**src/rtl/fpu_pkg.sv**
```systemverilog
// Shared opcode, flag-bit and FSM definitions for the FPU op sequencer.
package fpu_pkg;

    localparam logic [3:0] FOP_ADD = 4'd0;
    localparam logic [3:0] FOP_SUB = 4'd1;
    localparam logic [3:0] FOP_MUL = 4'd2;
    localparam logic [3:0] FOP_DIV = 4'd3;
    localparam logic [3:0] FOP_INV = 4'd4;
    localparam logic [3:0] FOP_ABS = 4'd5;
    localparam logic [3:0] FOP_COM = 4'd6;
    localparam logic [3:0] FOP_BLT = 4'd7;
    localparam logic [3:0] FOP_BEQ = 4'd8;
    localparam logic [3:0] FOP_BGT = 4'd9;

    localparam int NUM_OPS = 10;

    localparam int FLG_OVFL = 0;
    localparam int FLG_UNFL = 1;
    localparam int FLG_INEX = 2;
    localparam int FLG_SNAN = 3;
    localparam int FLG_QNAN = 4;
    localparam int FLG_DIVZ = 5;
    localparam int FLG_ILL  = 6;

    typedef enum logic [1:0] {
        ST_IDLE = 2'd0,
        ST_EXEC = 2'd1,
        ST_DONE = 2'd2
    } seq_state_e;

    function automatic logic is_branch(input logic [3:0] op);
        return (op == FOP_BLT) || (op == FOP_BEQ) || (op == FOP_BGT);
    endfunction

endpackage

```
**src/rtl/fpu_op_decode.sv**
```systemverilog
// Combinational opcode -> one-hot ALU strobe vector; branches also raise COM.
// Opcodes above BGT produce no strobes and flag illegal.
module fpu_op_decode
    import fpu_pkg::*;
(
    input  logic [3:0]         op_i,
    output logic [NUM_OPS-1:0] strb_o,
    output logic               illegal_o
);

    always_comb begin
        strb_o    = '0;
        illegal_o = 1'b0;
        if (op_i > FOP_BGT) begin
            illegal_o = 1'b1;
        end else begin
            strb_o[op_i] = 1'b1;
            if (is_branch(op_i)) strb_o[FOP_COM] = 1'b1;
        end
    end

endmodule

```
**src/rtl/fpu_op_sequencer.sv**
```systemverilog
// Issues one FP op at a time to the strobe-driven ALU, captures its result after ALU_LAT cycles,
// pulses writeback/branch outcome and accumulates sticky flags. Optional trap logic: FPU_SEQ_EXC_TRAP_EN.
module fpu_op_sequencer
    import fpu_pkg::*;
#(
    parameter int DATA_W  = 32,
    parameter int ALU_LAT = 1,
    parameter int RD_W    = 5
) (
`ifdef FPU_SEQ_EXC_TRAP_EN
    input  logic [5:0]        trap_mask,
    output logic              trap,
`endif
    input  logic              clk,
    input  logic              rst,
    input  logic              req_valid,
    output logic              req_ready,
    input  logic [3:0]        req_op,
    input  logic [DATA_W-1:0] req_a,
    input  logic [DATA_W-1:0] req_b,
    input  logic [RD_W-1:0]   req_rd,
    output logic [DATA_W-1:0] operand1,
    output logic [DATA_W-1:0] operand2,
    output logic              ADD,
    output logic              SUB,
    output logic              MUL,
    output logic              DIV,
    output logic              INV,
    output logic              ABS,
    output logic              COM,
    output logic              BLT,
    output logic              BEQ,
    output logic              BGT,
    input  logic [DATA_W-1:0] alu_result,
    input  logic              alu_com,
    input  logic [5:0]        alu_flags,
    output logic              wb_valid,
    output logic [RD_W-1:0]   wb_rd,
    output logic [DATA_W-1:0] wb_data,
    output logic              br_valid,
    output logic              br_taken,
    input  logic              flags_clr,
    output logic [6:0]        fflags
);

    localparam int CNT_W = $clog2(ALU_LAT + 1);
    localparam logic [CNT_W-1:0] CNT_LAST = CNT_W'(ALU_LAT - 1);
    localparam logic [CNT_W-1:0] CNT_MAX  = CNT_W'(ALU_LAT);

    seq_state_e         state_q, state_d;
    logic [CNT_W-1:0]   cnt_q, cnt_d;
    logic [NUM_OPS-1:0] strb_q, strb_d;
    logic               ill_q, ill_d;
    logic [DATA_W-1:0]  a_q, a_d, b_q, b_d;
    logic [RD_W-1:0]    rd_q, rd_d;
    logic [DATA_W-1:0]  res_q, res_d;
    logic               com_q, com_d;
    logic [5:0]         flg_q, flg_d;
    logic [6:0]         fflags_q, fflags_d;

    logic [NUM_OPS-1:0] dec_strb;
    logic               dec_ill;
    logic [NUM_OPS-1:0] strobes;
    logic               br_op;
    logic               trap_hit;

    // Decode once at accept; the registered strobe vector then drives the ALU directly.
    fpu_op_decode u_decode (
        .op_i      (req_op),
        .strb_o    (dec_strb),
        .illegal_o (dec_ill)
    );

    assign br_op = |strb_q[FOP_BGT:FOP_BLT];

`ifdef FPU_SEQ_EXC_TRAP_EN
    assign trap_hit = (state_q == ST_DONE) && |(flg_q & trap_mask);
    assign trap     = trap_hit;
`else
    assign trap_hit = 1'b0;
`endif

    always_comb begin
        state_d   = state_q;
        cnt_d     = cnt_q;
        strb_d    = strb_q;
        ill_d     = ill_q;
        a_d       = a_q;
        b_d       = b_q;
        rd_d      = rd_q;
        res_d     = res_q;
        com_d     = com_q;
        flg_d     = flg_q;
        fflags_d  = fflags_q;
        req_ready = (state_q == ST_IDLE);
        strobes   = '0;
        wb_valid  = 1'b0;
        br_valid  = 1'b0;

        case (state_q)
            ST_IDLE: begin
                if (req_valid) begin
                    strb_d  = dec_strb;
                    ill_d   = dec_ill;
                    a_d     = req_a;
                    b_d     = req_b;
                    rd_d    = req_rd;
                    cnt_d   = '0;
                    flg_d   = '0;
                    state_d = dec_ill ? ST_DONE : ST_EXEC;
                end
            end
            ST_EXEC: begin
                strobes = strb_q;
                cnt_d   = (cnt_q == CNT_MAX) ? cnt_q : cnt_q + CNT_W'(1);
                if (cnt_q == CNT_LAST) begin
                    res_d   = alu_result;
                    com_d   = alu_com;
                    flg_d   = alu_flags;
                    state_d = ST_DONE;
                end
            end
            ST_DONE: begin
                if (!ill_q && !trap_hit) begin
                    br_valid = br_op;
                    wb_valid = !br_op;
                end
                state_d = ST_IDLE;
            end
            default: state_d = ST_IDLE;
        endcase

        // Clear first so flags captured in the same cycle are kept.
        if (flags_clr) fflags_d = '0;
        if (state_q == ST_DONE) fflags_d = fflags_d | {ill_q, flg_q};
    end

    always_ff @(posedge clk) begin
        if (rst) begin
            state_q  <= ST_IDLE;
            cnt_q    <= '0;
            strb_q   <= '0;
            ill_q    <= 1'b0;
            a_q      <= '0;
            b_q      <= '0;
            rd_q     <= '0;
            res_q    <= '0;
            com_q    <= 1'b0;
            flg_q    <= '0;
            fflags_q <= '0;
        end else begin
            state_q  <= state_d;
            cnt_q    <= cnt_d;
            strb_q   <= strb_d;
            ill_q    <= ill_d;
            a_q      <= a_d;
            b_q      <= b_d;
            rd_q     <= rd_d;
            res_q    <= res_d;
            com_q    <= com_d;
            flg_q    <= flg_d;
            fflags_q <= fflags_d;
        end
    end

    assign operand1 = a_q;
    assign operand2 = b_q;
    assign wb_rd    = rd_q;
    assign wb_data  = res_q;
    assign br_taken = br_valid & com_q;
    assign fflags   = fflags_q;

    assign ADD = strobes[FOP_ADD];
    assign SUB = strobes[FOP_SUB];
    assign MUL = strobes[FOP_MUL];
    assign DIV = strobes[FOP_DIV];
    assign INV = strobes[FOP_INV];
    assign ABS = strobes[FOP_ABS];
    assign COM = strobes[FOP_COM];
    assign BLT = strobes[FOP_BLT];
    assign BEQ = strobes[FOP_BEQ];
    assign BGT = strobes[FOP_BGT];

endmodule

```
**config.mk**
```make
export PLATFORM = sky130hd
export DESIGN_NAME = fpu_op_sequencer
export DESIGN_NICKNAME = d
export VERILOG_FILES = /design/src/rtl/fpu_pkg.sv /design/src/rtl/fpu_op_decode.sv /design/src/rtl/fpu_op_sequencer.sv
export SDC_FILE = /design/constraint.sdc
export NUM_CORES = 1
export LEC_CHECK = 0
export BUFFER_PORTS_ARGS = -buffer_cell sky130_fd_sc_hd__buf_2
export CAP_MARGIN = 20
export CORE_ASPECT_RATIO = 1.4
export CORE_MARGIN = 5
export CORE_UTILIZATION = 49
export CTS_CLUSTER_SIZE = 8
export DETAILED_ROUTE_END_ITERATION = 7
export PLACE_DENSITY = 0.85
export SETUP_SLACK_MARGIN = 0.3
export SYNTH_ARGS = -nofsm -noshare
export SYNTH_HDL_FRONTEND = slang
export SYNTH_SLANG_ARGS = --single-unit
```
**constraint.sdc**
```tcl
create_clock -name clk -period 3.6 [get_ports clk]
set_input_delay 0.36 -clock clk [delete_from_list [all_inputs] [get_ports clk]]
set_output_delay 0.36 -clock clk [all_outputs]
set_load 0.01 [all_outputs]
```
==> results.md, run 1 <==
- Vias per inst: 5.01
- Share of the synthesized area in the top cell type: 55.2%
- Routed WL per cell: 14.0 um
- Die W: 92.6 um
- Resize count post-CTS: 0
- Synth Cell Area: 4680 sq um
- # hold bufs at CTS: 0
- Antenna cells: 0
- Clk_lat worst skew: 0.41 ns
- Switching Share: 24.8%
- MaxCap Viol Count: 0
- Rows: 42
- Remaining global-route overflow: 0
- Period utilization: 67.4%
- Post-synthesis net count: 698
- Commonest non-fill, non-tap cell in the layout: buf_2
- Crit end category: output port
- DRT Pass-1 Iters: 4
- Synth cell types: 26
- Area Overhead vs Synth: 37.0%
- Final WS setup: 1.17 ns
- WL final: 13000 um
- Reg2Reg Setup Slack: 1.83 ns
- Pre-CTS WS: 1.62 ns
- Vias in the first global route: 4434
- Synth top area cells: dfxtp_1 (55%), nand2_1 (17%), a21oi_1 (13%)
- Sequential area share after synthesis: 55.2%
- Logic pwr share: 11.1%
- CTS Buf Count: 17
- Number of setup buffers added after CTS: 0
- Port bufs: 237
- Worst EP required: 3.24 ns
- Clock share of power: 44.2%
- CP endpoint: br_taken
- Worst Setup SP: state_q[1]
- Maximum clock insertion buffer count: 2
- CP arrival: 2.07 ns
- Hold Fails Final Rpt: 0
- Most frequent cells in the layout: buf_2 (236), nand2_1 (214), dfxtp_1 (129)
- Post-DRT Antenna Nets: 0
- Final Setup Violations: 0
- Clock tree sinks: 129
- Critical path class: reg -> out
- H-tree levels: 4
- Filler-free cell count of the finished design: 926
- Outcome: completed
- Antenna violations before repair: 0
- RR Endpoint: ill_q
- Avg Inst Size Synth: 8.04 sq um
- FMAX: 0.412 GHz
- HPWL Detailed: 9340 um
- First-pass GRT wire length: 20500 um
- GPL Wtd Cong: 0.782
- Initial Util: 49.7%
- Type of origin of the critical path: flip-flop
- Overall power: 3.45 mW
- RSZ-0062 raised after global routing: false
- Minimum clock period after layout: 2.43 ns
- Worst slew pin tran: 0.839 ns
- Reg-to-Reg Start: state_q[1]
- CTS clk-pin slew, worst paths: 0.05 ns
- Final net count: 919
- Sw power: 857 uW
- Setup TNS: 0 ns
- Min-Delay Path Class: in -> reg
- VDD IR max: 0.000431 V
- Internal power: 2.60 mW
- R2R cell count: 4
- DR iter-0 viols: 218
- Crit Path Max Fanout: 10
- Largest net degree at the start of global routing: 86
- Fin. max-slew vios: 0
- Pwr dens: 539 nW/um^2
- Post-Synthesis Cells: 582
- Die area: 11600 sq um
- Synth Register Bits: 129
- Sequential share of power: 44.7%
- CTS tree: yes
- Placed insts: 892
- Clk root buf: clkbuf_16
- Share of cells above drive strength 1: 34.2%
- Cell taking the most area after synthesis: dfxtp_1
- # DRC: 0
- Clock Skew: 0.00873 ns
- Via Count: 4640
- Core Region: 9410 sq um
- DIE HEIGHT: 126 um
- IO Count: 238
- Leakage: 2.99 nW
- Rel. slew slack: 44.1%
- Syn. warnings: 0
- Total GRT Usage: 21.9%
## cell type report
type,instances,area (sq um)
timing repair buffer,244,1260
clock buffer,20,437
tap,110,138
sequential,129,2580
fill,823,3000
clock inverter,12,93.8
multi-input combinational,411,1900
## sequential cells by signal (all words and copies together), names as in the netlist
name,count
state_q,2
strb_q,10
wb_data,32
operand2,32
cnt_q,1
com_q,1
flg_q,6
fflags,7
wb_rd,5
operand1,32
ill_q,1
## synthesized netlist by cell type, drive strengths merged
cell / instances
a211oi: 1
a21oi: 121
a22oi: 1
and2: 11
and3b: 1
buf: 28
clkbuf: 14
dfxtp: 129
nand2: 214
nand2b: 9
nand3: 6
nand4: 2
nand4b: 1
nor2: 14
nor2b: 12
nor3: 2
nor3b: 5
o21ai: 2
o2bb2ai: 6
or2: 1
or3b: 2
## worst min-delay path by stage
stage                 start      endpoint  cells past startpoint  slack [ns]
3_5_place_dp    wb_data[14]   wb_data[14]                      2        0.44
4_1_cts        alu_flags[5]      flg_q[5]                      2        0.15
5_1_grt        alu_flags[4]      flg_q[4]                      2        0.15
2_1_floorplan     strb_q[3]     strb_q[3]                      2        0.43
6_report       alu_flags[5]      flg_q[5]                      2        0.17
3_3_place_gp   operand2[26]  operand2[26]                      2        0.44
## kinds of logic after synthesis
family / synth area share, %
buffers and inverters: 4.36
DFF: 55.2
AOI/OAI and AO/OA: 14.8
and+or+nand+nor: 25.6
## power by group through the flow
stage | combinational (mW) | sequential (mW) | clock, mW
6_report | 0.383 | 1.54 | 1.53
2_1_floorplan | 0.185 | 1.60 | 0
3_5_place_dp | 0.381 | 1.57 | 0
3_3_place_gp | 0.368 | 1.57 | 0
4_1_cts | 0.382 | 1.54 | 1.56
5_1_grt | 0.427 | 1.55 | 1.63
## per-layer routing
metal	share of wire (%)	GRT usage, %	vias up	wire (um)
met1	37	23.4	2107	4750
met4	2.2	9.27	0	289
li1	-	-	2329	-
met2	53	39.5	181	6870
met5	0	0	-	0
met3	8.4	6.68	23	1090
## through the flow
stage               utilization [%]  instance area (sq um)  hold slack [ns]
finish                         68.1                   6410            0.165
global route                   68.1                   6410            0.153
CTS                            67.8                   6380            0.147
detailed placement             62.2                   5850            0.443
global placement               62.2                   5850            0.438
floorplan                         -                   4680            0.427
## worst max-delay path, cell delays in order (launching register included)
cell     delay (ns)
dfxtp_1        0.51
nor2b_1        0.51
nor3b_1        0.34
and2_1         0.18
buf_2          0.12
(Power assumes the default switching activity.)
==> run 2: changes to the inputs <==
- CORE_UTILIZATION: 49 -> 45
- PLACE_DENSITY: 0.85 -> 0.79
- clock period: 3.6 -> 2.35 ns (I/O delays scaled with it)
==> run 2 against run 1 <==
  * Routed wire length decreased by 0.62%
  * Global-route usage decreased by 2.1 points
  * Critical path depth decreased by 1
==> results.md, run 2 (synthesis results as in run 1) <==
- DRT Pass-1 Iters: 4
- Die W: 96.2 um
- DR iter-0 viols: 169
- Total GRT Usage: 19.8%
- CTS Buf Count: 17
- Worst EP required: 2.12 ns
- RR Endpoint: wb_data[13]
- First-pass GRT wire length: 19400 um
- Most frequent cells in the layout: buf_2 (236), nand2_1 (214), dfxtp_1 (128)
- Leakage: 3.06 nW
- Number of setup buffers added after CTS: 0
- Area Overhead vs Synth: 40.9%
- R2R cell count: 4
- Worst slew pin tran: 0.697 ns
- Routed WL per cell: 13.5 um
- VDD IR max: 0.000640 V
- Min-Delay Path Class: in -> reg
- Commonest non-fill, non-tap cell in the layout: buf_2
- Final net count: 922
- Reg-to-Reg Start: state_q[0]
- Antenna violations before repair: 0
- Crit Path Max Fanout: 12
- Critical path class: reg -> out
- Antenna cells: 0
- Largest stage delay on the critical path: 0.46 ns
- Port bufs: 237
- Crit end category: output port
- WL final: 12900 um
- H-tree levels: 4
- Vias in the first global route: 4116
- Reg2Reg Setup Slack: 0.71 ns
- CP arrival: 1.63 ns
- IO Count: 238
- Overall power: 5.74 mW
- Via Count: 4532
- Maximum clock insertion buffer count: 2
- Core Region: 10300 sq um
- Vias per inst: 4.74
- Hold path endpoint: flg_q[2]
- Total of fill cells in the finished design: 916
- Fin. max-slew vios: 0
- Critical Path, Cell by Cell: nor2b_2 -> and2_1 -> buf_2
- HP Start: alu_flags[2]
- Rows: 44
- Clock Skew: 0.00613 ns
- Clk_lat worst skew: 0.40 ns
- Die area: 12600 sq um
- Clk root buf: clkbuf_16
- GPL Wtd Cong: 0.767
- Type of origin of the critical path: flip-flop
- Outcome: completed
- # DRC: 0
- HPWL Detailed: 9210 um
- Hold Fails Final Rpt: 0
- Share of cells above drive strength 1: 35.0%
- Slowest CP cell: dfxtp_1
- Hold Path Stages: 2
- CTS clk-pin slew, worst paths: 0.05 ns
- Minimum clock period after layout: 1.86 ns
- Period utilization: 79.2%
- Post-DRT Antenna Nets: 0
- MaxCap Viol Count: 0
- Pwr dens: 871 nW/um^2
- RSZ-0062 raised after global routing: false
- Final Setup Violations: 0
- Largest net degree at the start of global routing: 67
- CTS tree: yes
- Remaining global-route overflow: 0
- Initial Util: 45.4%
- Clock tree sinks: 129
- Setup TNS: 0 ns
- Rel. slew slack: 53.5%
- FMAX: 0.537 GHz
- DIE HEIGHT: 131 um
-- run 2: changes by cell type in the layout (fill, tap and decap cells not counted), moves of 2 or more --
cell | previous run | this run
clkbuf_1 | 3 | 1
clkbuf_8 | 0 | 2
buf_8 | 2 | 0
buf_12 | 0 | 2
inv_6 | 0 | 2
clkinv_2 | 8 | 2
buf_4 | 6 | 9
bufinv_16 | 1 | 4
-- run 2: worst max-delay path by stage --
stage	start	end	slack [ns]
after floorplan	state_q[1]	br_taken	0.82
after global placement	state_q[1]	br_taken	0.69
after detailed placement	state_q[1]	br_taken	0.67
after CTS	state_q[1]	br_taken	0.37
after global routing	state_q[0]	COM	0.35
final	state_q[0]	COM	0.49
-- run 2: where the power goes --
part	leakage, nW	switching (mW)	internal (mW)	total [mW]
clock	0.307	0.939	1.84	2.78
combinational	1.70	0.354	0.247	0.601
sequential	1.05	0.0569	2.30	2.36
total	3.06	1.35	4.39	5.74
-- run 2: per-stage QoR --
| stage | utilization [%] | hold slack [ns] | cells | instance area [sq um] | setup slack (ns) |
|---|---|---|---|---|---|
| finish | 64.0 | 0.0403 | 957 | 6590 | 0.489 |
| global route | 64.0 | 0.0298 | 957 | 6590 | 0.353 |
| CTS | 64.0 | 0.0221 | 957 | 6590 | 0.373 |
| detailed placement | 57.8 | 0.442 | 925 | 5950 | 0.671 |
| global placement | 57.8 | 0.435 | 925 | 5950 | 0.692 |
| floorplan | - | 0.352 | 582 | 4680 | 0.820 |
-- run 2: final cells by class --
type                            count  area (sq um)  share of cell area (%)
Sequential cell                   129          2580                    39.2
Multi-Input combinational cell    411          1910                    29.0
Clock buffer                       20           457                    6.93
Clock inverter                     12           180                    2.73
Tap cell                          138           173                    2.62
Timing Repair Buffer              247          1290                    19.5
-- run 2: metal layers --
layer | up-vias | part of all wire (%) | track usage (%)
met3 | 14 | 7.4 | 5.96
met4 | 0 | 1.7 | 8.63
met1 | 2029 | 39 | 21.5
met5 | - | 0 | 0
met2 | 151 | 52 | 35.2
li1 | 2338 | - | -
-- run 2: timing repair --
action                     CTS  global route
pin swaps                    0             0
hold buffers                 0             0
setup endpoints to repair   11             1
resized for setup            2             1
-- run 2: worst max-delay path, delay by kind of cell, from the launching register on --
| family | cells | cell delay [ns] |
|---|---|---|
| DFF | 1 | 0.46 |
| and+or+nand+nor | 2 | 0.63 |
| buffers and inverters | 1 | 0.13 |
